$ cat config.mk
export PLATFORM = sky130hd
export DESIGN_NAME = bnn_layer_seq
export DESIGN_NICKNAME = d
export VERILOG_FILES = /design/src/rtl/bnn_seq_pkg.sv /design/src/rtl/bnn_seq_idx_ctr.sv /design/src/rtl/bnn_layer_seq.sv
export SDC_FILE = /design/constraint.sdc
export NUM_CORES = 1
export LEC_CHECK = 0
export ABC_AREA = 0
export BUFFER_PORTS_ARGS = -buffer_cell sky130_fd_sc_hd__buf_2
export CELL_PAD_IN_SITES_DETAIL_PLACEMENT = 1
export CELL_PAD_IN_SITES_GLOBAL_PLACEMENT = 2
export CORE_UTILIZATION = 32
export DETAILED_ROUTE_END_ITERATION = 10
export HOLD_SLACK_MARGIN = 0.03
export PLACE_DENSITY = 0.82
export SLEW_MARGIN = 20
export SYNTH_ARGS = -nofsm -noshare
export SYNTH_HDL_FRONTEND = slang
export SYNTH_HIERARCHICAL = 1
export SYNTH_SLANG_ARGS = --single-unit
$ cat constraint.sdc
create_clock -name clk -period 3 [get_ports clk]
set_clock_uncertainty 0.15 [all_clocks]
set_input_delay 0.15 -clock clk [delete_from_list [all_inputs] [get_ports clk]]
set_output_delay 0.15 -clock clk [all_outputs]
set_load 0.05 [all_outputs]
$ cat src/rtl/bnn_seq_pkg.sv
// Shared types and per-layer constants for the BNN layer sequencer.
// LAYER_OC holds the output-channel count of each layer (0 = skip layer);
// LAYER_BASE holds the first weight-memory address of each layer.
package bnn_seq_pkg;

   localparam int NUM_LAYERS_DEF = 2;

   typedef enum logic [2:0] {
      IDLE    = 3'd0,
      FETCH   = 3'd1,
      WAIT_WT = 3'd2,
      RUN     = 3'd3,
      STORE   = 3'd4,
      NEXT    = 3'd5,
      DONE    = 3'd6
   } state_t;

   // Packed so that element [i] is layer i.
   localparam logic [NUM_LAYERS_DEF-1:0][7:0] LAYER_OC   = {8'd3, 8'd2};
   localparam logic [NUM_LAYERS_DEF-1:0][7:0] LAYER_BASE = {8'd16, 8'd0};

   // Channel count of a layer; out-of-table layers read as empty.
   function automatic logic [7:0] layer_oc(input int idx);
      if (idx >= 0 && idx < NUM_LAYERS_DEF) begin
         return LAYER_OC[idx];
      end else begin
         return 8'd0;
      end
   endfunction

   // Weight base address of a layer; out-of-table layers read as 0.
   function automatic logic [7:0] layer_base(input int idx);
      if (idx >= 0 && idx < NUM_LAYERS_DEF) begin
         return LAYER_BASE[idx];
      end else begin
         return 8'd0;
      end
   endfunction

endpackage

$ cat src/rtl/bnn_seq_idx_ctr.sv
// Nested output-channel / layer index counter for the BNN sequencer.
// Exposes the current indices, last-flags and the combinational next indices
// so the FSM can register the weight address for the upcoming FETCH.
module bnn_seq_idx_ctr #(
   parameter int NUM_LAYERS = 2,
   parameter int MAX_OC     = 8,
   localparam int LW = $clog2(NUM_LAYERS),
   localparam int OW = $clog2(MAX_OC),
   localparam int CW = $clog2(MAX_OC + 1)
) (
   input  logic          clk,
   input  logic          rst_n,
   input  logic          clr,
   input  logic          adv,
   input  logic [CW-1:0] oc_cnt,
   output logic [LW-1:0] layer,
   output logic [OW-1:0] oc,
   output logic          oc_last,
   output logic          layer_last,
   output logic [LW-1:0] nxt_layer,
   output logic [OW-1:0] nxt_oc
);

   // Last-flags and next index: an empty layer (oc_cnt == 0) counts as finished.
   always_comb begin
      oc_last    = (oc_cnt == CW'(0)) || (CW'(oc) == (oc_cnt - CW'(1)));
      layer_last = (layer == LW'(NUM_LAYERS - 1));
      nxt_layer  = layer;
      nxt_oc     = oc;
      if (clr) begin
         nxt_layer = LW'(0);
         nxt_oc    = OW'(0);
      end else if (adv) begin
         if (!oc_last) begin
            nxt_oc = oc + OW'(1);
         end else if (!layer_last) begin
            nxt_layer = layer + LW'(1);
            nxt_oc    = OW'(0);
         end else begin
            nxt_layer = layer;
            nxt_oc    = oc;
         end
      end else begin
         nxt_layer = layer;
         nxt_oc    = oc;
      end
   end

   // Index registers.
   always_ff @(posedge clk or negedge rst_n) begin
      if (!rst_n) begin
         layer <= LW'(0);
         oc    <= OW'(0);
      end else begin
         layer <= nxt_layer;
         oc    <= nxt_oc;
      end
   end

endmodule

$ cat src/rtl/bnn_layer_seq.sv
// BNN conv-layer sequencer: fetches one weight word per output channel,
// kicks the conv engine, and stores each result tagged with layer/channel.
// Optional macro BNN_SEQ_PERF_EN adds a perf_cycles busy-cycle counter.
module bnn_layer_seq
   import bnn_seq_pkg::*;
#(
   parameter int NUM_LAYERS = NUM_LAYERS_DEF,
   parameter int MAX_OC     = 8,
   parameter int WT_W       = 72,
   parameter int ADDR_W     = 8
) (
   input  logic                          clk,
   input  logic                          rst_n,
   input  logic                          start,
   input  logic                          abort,
   output logic                          busy,
   output logic                          done,
   output logic                          wt_rd_en,
   output logic [ADDR_W-1:0]             wt_rd_addr,
   input  logic                          wt_rd_valid,
   input  logic [WT_W-1:0]               wt_rd_data,
   output logic [WT_W-1:0]               eng_weight,
   output logic                          eng_start,
   input  logic                          eng_done,
   output logic                          res_we,
   output logic [$clog2(NUM_LAYERS)-1:0] res_layer,
   output logic [$clog2(MAX_OC)-1:0]     res_oc
`ifdef BNN_SEQ_PERF_EN
   ,
   output logic [31:0]                   perf_cycles
`endif
);

   localparam int LW = $clog2(NUM_LAYERS);
   localparam int OW = $clog2(MAX_OC);
   localparam int CW = $clog2(MAX_OC + 1);

   state_t          state;
   logic [LW-1:0]   layer;
   logic [LW-1:0]   nxt_layer;
   logic [OW-1:0]   oc;
   logic [OW-1:0]   nxt_oc;
   logic            oc_last;
   logic            layer_last;
   logic            ctr_clr;
   logic            ctr_adv;
   logic [CW-1:0]   cur_cnt;
   logic            tgt_empty;
   logic [ADDR_W-1:0] tgt_addr;

   // Counter control and lookup of the channel that the next FETCH targets.
   always_comb begin
      ctr_clr   = (state == IDLE) && start;
      ctr_adv   = (state == NEXT) && !abort;
      cur_cnt   = CW'(layer_oc(int'(layer)));
      tgt_empty = (layer_oc(int'(nxt_layer)) == 8'd0);
      tgt_addr  = ADDR_W'(layer_base(int'(nxt_layer))) + ADDR_W'(nxt_oc);
   end

   bnn_seq_idx_ctr #(
      .NUM_LAYERS (NUM_LAYERS),
      .MAX_OC     (MAX_OC)
   ) u_idx_ctr (
      .clk        (clk),
      .rst_n      (rst_n),
      .clr        (ctr_clr),
      .adv        (ctr_adv),
      .oc_cnt     (cur_cnt),
      .layer      (layer),
      .oc         (oc),
      .oc_last    (oc_last),
      .layer_last (layer_last),
      .nxt_layer  (nxt_layer),
      .nxt_oc     (nxt_oc)
   );

   // Sequencer FSM; all strobes are registered so each is high exactly in its state.
   // An empty target layer is routed straight to NEXT so no read is issued for it.
   always_ff @(posedge clk or negedge rst_n) begin
      if (!rst_n) begin
         state      <= IDLE;
         busy       <= 1'b0;
         done       <= 1'b0;
         wt_rd_en   <= 1'b0;
         wt_rd_addr <= ADDR_W'(0);
         eng_weight <= WT_W'(0);
         eng_start  <= 1'b0;
         res_we     <= 1'b0;
         res_layer  <= LW'(0);
         res_oc     <= OW'(0);
      end else begin
         wt_rd_en  <= 1'b0;
         eng_start <= 1'b0;
         res_we    <= 1'b0;
         done      <= 1'b0;
         if (abort && (state != IDLE)) begin
            state <= IDLE;
            busy  <= 1'b0;
         end else begin
            case (state)
               IDLE: begin
                  if (start) begin
                     busy <= 1'b1;
                     if (tgt_empty) begin
                        state <= NEXT;
                     end else begin
                        state      <= FETCH;
                        wt_rd_en   <= 1'b1;
                        wt_rd_addr <= tgt_addr;
                     end
                  end
               end
               FETCH: state <= WAIT_WT;
               WAIT_WT: begin
                  if (wt_rd_valid) begin
                     eng_weight <= wt_rd_data;
                     eng_start  <= 1'b1;
                     state      <= RUN;
                  end
               end
               RUN: begin
                  if (eng_done) begin
                     res_we    <= 1'b1;
                     res_layer <= layer;
                     res_oc    <= oc;
                     state     <= STORE;
                  end
               end
               STORE: state <= NEXT;
               NEXT: begin
                  if (oc_last && layer_last) begin
                     done  <= 1'b1;
                     state <= DONE;
                  end else if (tgt_empty) begin
                     state <= NEXT;
                  end else begin
                     state      <= FETCH;
                     wt_rd_en   <= 1'b1;
                     wt_rd_addr <= tgt_addr;
                  end
               end
               DONE: begin
                  busy  <= 1'b0;
                  state <= IDLE;
               end
               default: begin
                  busy  <= 1'b0;
                  state <= IDLE;
               end
            endcase
         end
      end
   end

`ifdef BNN_SEQ_PERF_EN
   // Busy-cycle counter: cleared on an accepted start, held while idle.
   always_ff @(posedge clk or negedge rst_n) begin
      if (!rst_n) begin
         perf_cycles <= 32'd0;
      end else if ((state == IDLE) && start) begin
         perf_cycles <= 32'd0;
      end else if (state != IDLE) begin
         perf_cycles <= perf_cycles + 32'd1;
      end else begin
         perf_cycles <= perf_cycles;
      end
   end
`endif

endmodule
-- Word level (Yosys, flattened, before mapping)
Index checks and enable logic that the tools add are counted.
- bits in registers: 96
- bits of input ports: 78
- output and inout bits: 89
- logic and storage cells: 90
- $add $sub $neg: 4
- order comparisons: 2
- equality and inequality tests: 12
- multiplexer cells: 42
- bitwise logic cells: 1
- reductions and logical operators: 17
- operators by type and width (cell ; number):
    $mux 8 ; 5
    $mux 3 ; 10
    $mux 1 ; 21
    $pmux 3 s6 ; 1
    $pmux 8 s2 ; 1
    $reduce_and 3->1 ; 3
    $add 8x3->8 ; 1
    $logic_not 8->1 ; 1
    $eq 3x2->1 const B ; 2
    $eq 3x3->1 const B ; 2
    $ne 3x3->1 const B ; 2
    $mux 5 ; 1
    $reduce_or 5->1 ; 1
    $eq 3x4->1 ; 1
    $logic_and 1x1->1 ; 4
    $logic_not 4->1 ; 1
    $lt 1x2->1 const B ; 2
    $mux 4 ; 1
    $ne 2x2->1 const B ; 2
    $pmux 1 s2 ; 2
    $reduce_and 4->1 ; 1
    $sub 4x1->4 const B ; 1
    $add 3x1->3 const B ; 1
    $eq 3x1->1 const B ; 1
    other kinds (10) ; 10

-- Longest topological paths before layout
- depth in word-level cells: 15
- mapped depth: 10
- depth with buffers taken out: 10

-- Cells and area by module
The synthesis kept the hierarchy.
- modules (own cells, without submodules) (module ; instances ; cells an instance ; area each (µm²) ; sequential area each (µm²)):
    bnn_layer_seq ; 1 ; 218 ; 3792.4 ; 2202.1
    bnn_seq_idx_ctr ; 1 ; 44 ; 364.1 ; 100.1

-- Worst setup path before layout
OpenSTA, ideal clock, no wires.
- kind: flip-flop to flip-flop
- start: register state[0]
- end: register wt_rd_addr[1]
- setup time: 0.125 ns
- arrival: 2.246 ns
- data required time: 2.725 ns
- setup slack: 0.480 ns
- cell stages (with the launch flop): 8
- buffers on the path: 1
- clock period less this slack: 2.520 ns
- cells stage by stage: dfrtp_1 buf_2 nor4bb_1 nand2_1 a2111oi_0 nor3_1 a32o_1 mux2_2
- elaborated cells between the ends (all ways): 23
- classes of those cells: add/sub: 1; eq/ne: 3; mux: 10; bitwise: 1; reduce/logical: 8
- RTL lines (element ; line ; RTL):
    start: declaration ; bnn_layer_seq.sv:38 ; state_t state;
    start signal: assignment ; bnn_layer_seq.sv:81 ; state <= IDLE;
    start signal: assignment ; bnn_layer_seq.sv:97 ; state <= IDLE;
    start signal: assignment ; bnn_layer_seq.sv:105 ; state <= NEXT;
    $eq 3x3->1 (*) ; bnn_layer_seq.sv:54 ; ctr_adv = (state == NEXT) && !abort;
    $logic_and 1x1->1 (*) ; bnn_layer_seq.sv:54 ;
    named net ctr_adv ; bnn_layer_seq.sv:46 ; logic ctr_adv;
    $mux 3 (*) ; bnn_seq_idx_ctr.sv:33 ; end else if (adv) begin
    $mux 3 (*) ; bnn_seq_idx_ctr.sv:30 ; if (clr) begin
    named net nxt_oc[1] ; bnn_layer_seq.sv:42 ; logic [OW-1:0] nxt_oc;
    $add 8x3->8 (*) ; bnn_layer_seq.sv:57 ; tgt_addr = ADDR_W'(layer_base(int'(nxt_layer))) + ADDR_W'(nxt_oc);
    $mux 8 (*) ; bnn_layer_seq.sv:104, bnn_layer_seq.sv:134 ;
    $mux 8, on equally long branches ; bnn_layer_seq.sv:131, bnn_layer_seq.sv:102 ;
    $pmux 8 s2 (*) ; bnn_layer_seq.sv:100 ; case (state)
    end signal: assignment ; bnn_layer_seq.sv:109 ; wt_rd_addr <= tgt_addr;
    end signal: assignment ; bnn_layer_seq.sv:139 ; wt_rd_addr <= tgt_addr;
    end: declaration ; bnn_layer_seq.sv:19 ; output logic [ADDR_W-1:0] wt_rd_addr,
The timed path passes the listed nets; every way through them passes the cells marked *. The select of a mux whose other input is x is not followed.
A chain may end at the register's enable or synchronous reset.

-- Worst setup path after layout
- start: input port abort
- end: register wt_rd_addr[0]
- elaborated cells between the ends (all ways): 17
- classes of those cells: add/sub: 1; mux: 10; bitwise: 1; reduce/logical: 5
- RTL lines (element ; line ; RTL):
    start: declaration ; bnn_layer_seq.sv:15 ; input logic abort,
    $logic_not 1->1 (*) ; bnn_layer_seq.sv:54 ;
    $logic_and 1x1->1 (*) ; bnn_layer_seq.sv:54 ;
    named net ctr_adv ; bnn_layer_seq.sv:46 ;
    $mux 3 (*) ; bnn_seq_idx_ctr.sv:33 ;
    $mux 3 (*) ; bnn_seq_idx_ctr.sv:30 ;
    named net nxt_oc[0] ; bnn_layer_seq.sv:42 ;
    $add 8x3->8 (*) ; bnn_layer_seq.sv:57 ;
    $mux 8 (*) ; bnn_layer_seq.sv:104, bnn_layer_seq.sv:134 ;
    $mux 8, on equally long branches ; bnn_layer_seq.sv:131, bnn_layer_seq.sv:102 ;
    $pmux 8 s2 (*) ; bnn_layer_seq.sv:100 ;
Marks and branches as above.

==> metrics.cfg <==
[outcome]
status=complete, no violations

[synthesis]
synth_area_leaders=dfrtp_1, mux2_4, buf_12
synth_top_cell_by_area=dfrtp_1
syn_area_um2=4160
synth_top_area_share_pct=55.4
synthCells=262
yosysWarningCount=6
ys_seq_elements=92
syn_area_per_cell_um2=15.9
synth.distinct_cells=42
seq_area_frac_synth_pct=55.4

[worst_setup_path]
critical-path-slowest-cell=dlygate4sd3_1
cp_cell_sequence=dlygate4sd3_1 > buf_2 > nor4bb_1 > nand2_1 > a2111oi_0 > nor3_1 > a32o_1 > mux2_2
reg2regPathDepth=9
critPathLaunchType=input pin
path_max_fanout=10
cpPeakStageDelay_ns=0.53
reg2reg_slack_ns=0.55
r2r_end=wt_rd_addr[0]
path_class=input pin to flop
endpoint_kind=flop
reg2reg_from=u_idx_ctr/layer
required_ns=3.09
crit_arrival_ns=2.55

[place]
hpwlAfterDp_um=7370
gp_congestion=0.817
io_buffers=162

[min_path]
whs_path_depth=3
hold_class=input pin to flop
hp-start=eng_done
min_to=res_we

[sta]
final-max-slew-violation-count=0
worst_slew_pin_slew_ns=0.760
grt_setup_unrepaired=false
hold_ws_ns=0.0426
min_period_over_period_pct=81.9
finalSetupTns_ns=0
slew_headroom_pct=49.0
finalCriticalPeriod_ns=2.46
setup_viol=0
max_freq_mhz=407
hold_viol_final=0

[final_layout]
multi_input_area_um2=1650
final_nets=598
nFillCells=1397
syn2layout_area_growth_pct=47.7
antennaDiodeCount=0
final_util_pct=48.7
seq_area_um2=2300
drive_gt1_share_pct=52.8

[floorplanning]
die_w_um=116
core_area_um2=12600
die-area_um2=13400
ios=167
rows=41
die-height_um=116
start_util_pct=32.9

[global_routing]
track_usage_pct=18.2
antenna_found_initial=0
grt_max_degree=44
grt_pass1_wl_um=18200
grt_pass1_vias=3482
grt.overflow.total=0

[power]
power_mw=6.91
powerDensity_nw_per_um2=1130
vdd_drop_max_uv=438
p_leak_nw=3.29

[clock_tree]
postCtsSetupBuffers=0
numCtsBuffers=9
post_cts_resized=0
cts_tree=done
clockBufferDepth=2
path_clk_slew_ns=0.07
root_buffer=clkbuf_16
insertion_delay_ns=0.35
cts.sinks=92
cts_hold_buf=74
htree_levels=3

[route]
ant_nets=0
viasPerCell=4.48
first_pass_iters=4
dr_total_vias=3113
routedWlPerCell_um=17.1
drc=0
drtIter0Drc=103
routed_wl_um=11900

[flow_run]
maxCapViolations=0

layer usage:
metal | up-vias | routed length, µm | track usage [%]
met5 | - | 0 | 0
met4 | 0 | 376 | 10.2
met3 | 31 | 558 | 4.45
met2 | 110 | 6400 | 32.6
met1 | 1556 | 4520 | 19.6
li1 | 1416 | - | -
registers in the layout, indices dropped and copies added, names as in the netlist:
register         cells
res_we               1
done                 1
wt_rd_en             1
u_idx_ctr/layer      1
u_idx_ctr/oc         3
wt_rd_addr           4
busy                 1
eng_start            1
res_layer            1
res_oc               3
eng_weight          72
state                3
worst max path at each step:
stage	from	slack, ns	end
floorplan	state[0]	0.48	wt_rd_addr[1]
global placement	u_idx_ctr/layer	0.58	wt_rd_addr[0]
detailed placement	u_idx_ctr/layer	0.55	wt_rd_addr[2]
CTS	u_idx_ctr/layer	0.54	wt_rd_addr[2]
global route	u_idx_ctr/layer	0.33	wt_rd_addr[4]
finish	abort	0.54	wt_rd_addr[0]
layout by cell type (no fill, tap or decap), types with 2 or more instances in the layout:
cell / instances
nor3_1: 2
o21ai_0: 2
mux2_2: 11
nand2_1: 6
ha_1: 2
buf_4: 10
inv_6: 3
a32o_1: 2
mux2_4: 69
buf_2: 161
dlygate4sd3_1: 74
a31o_2: 2
conb_1: 18
inv_1: 10
a21oi_1: 6
clkinvlp_4: 2
inv_8: 2
and3_1: 2
o31ai_1: 3
nor4b_1: 3
clkbuf_16: 9
xor2_1: 2
nor2_1: 9
dfrtp_1: 92
metrics by stage:
step / cell area [µm²] / worst slack [ns] / cells
after floorplan: 4220 / 0.480 / 278
after global placement: 5110 / 0.582 / 605
after detailed placement: 5110 / 0.548 / 605
after CTS: 6140 / 0.542 / 695
after global routing: 6140 / 0.331 / 695
final: 6140 / 0.542 / 695
logic make-up after synthesis:
group	synth area share, %
flip-flops	55.4
buffers and inverters	6.26
XOR/XNOR	0.422
multiplexers	28.1
other	0.181
adder cells (fa/ha/maj)	0.602
AND/OR/NAND/NOR	5.18
AO/OA/AOI/OAI	3.82
power breakdown:
part           switching [mW]  internal (mW)
logic                    2.47           1.22
registers               0.327           1.76
clock network           0.540          0.583
total                    3.34           3.57
worst max-delay path, delay by kind of cell:
kind                   cells  cell delay, ns
AOI/OAI and AO/OA          2            0.77
and+or+nand+nor            3            0.64
muxes                      1            0.26
buffers and inverters      2            0.72
Yosys cell counts, drive strengths merged:
cell     instances
nand2            6
a31o             2
mux2i            1
or4b             1
xor2             2
nand3b           1
and3             2
nand3            1
o32a             1
or4              1
a211o            1
o21ai            2
and4bb           1
nor2b            1
dfrtp           92
clkbuf           1
inv             10
a21oi            6
nor4b            3
buf             16
conb             2
o21a             1
nor2             9
o31ai            3
mux2            80
or3b             1
ha               2
a2111oi          1
nor4bb           1
nand2b           1
a32o             2
o22ai            1
nor3             3
o32ai            1
or2              1
and3b            1
a22o             1
final cells by class:
class                   instances  share of cell area (%)
inverters                      10                   0.611
clock buffers                   9                    3.67
repair buffers                246                    26.7
flip-flops and latches         92                    37.5
well taps                     172                    3.51
multi-input cells             159                    26.9
clock inverters                 7                    1.04
Note: power is estimated with default switching activity, not from simulation.
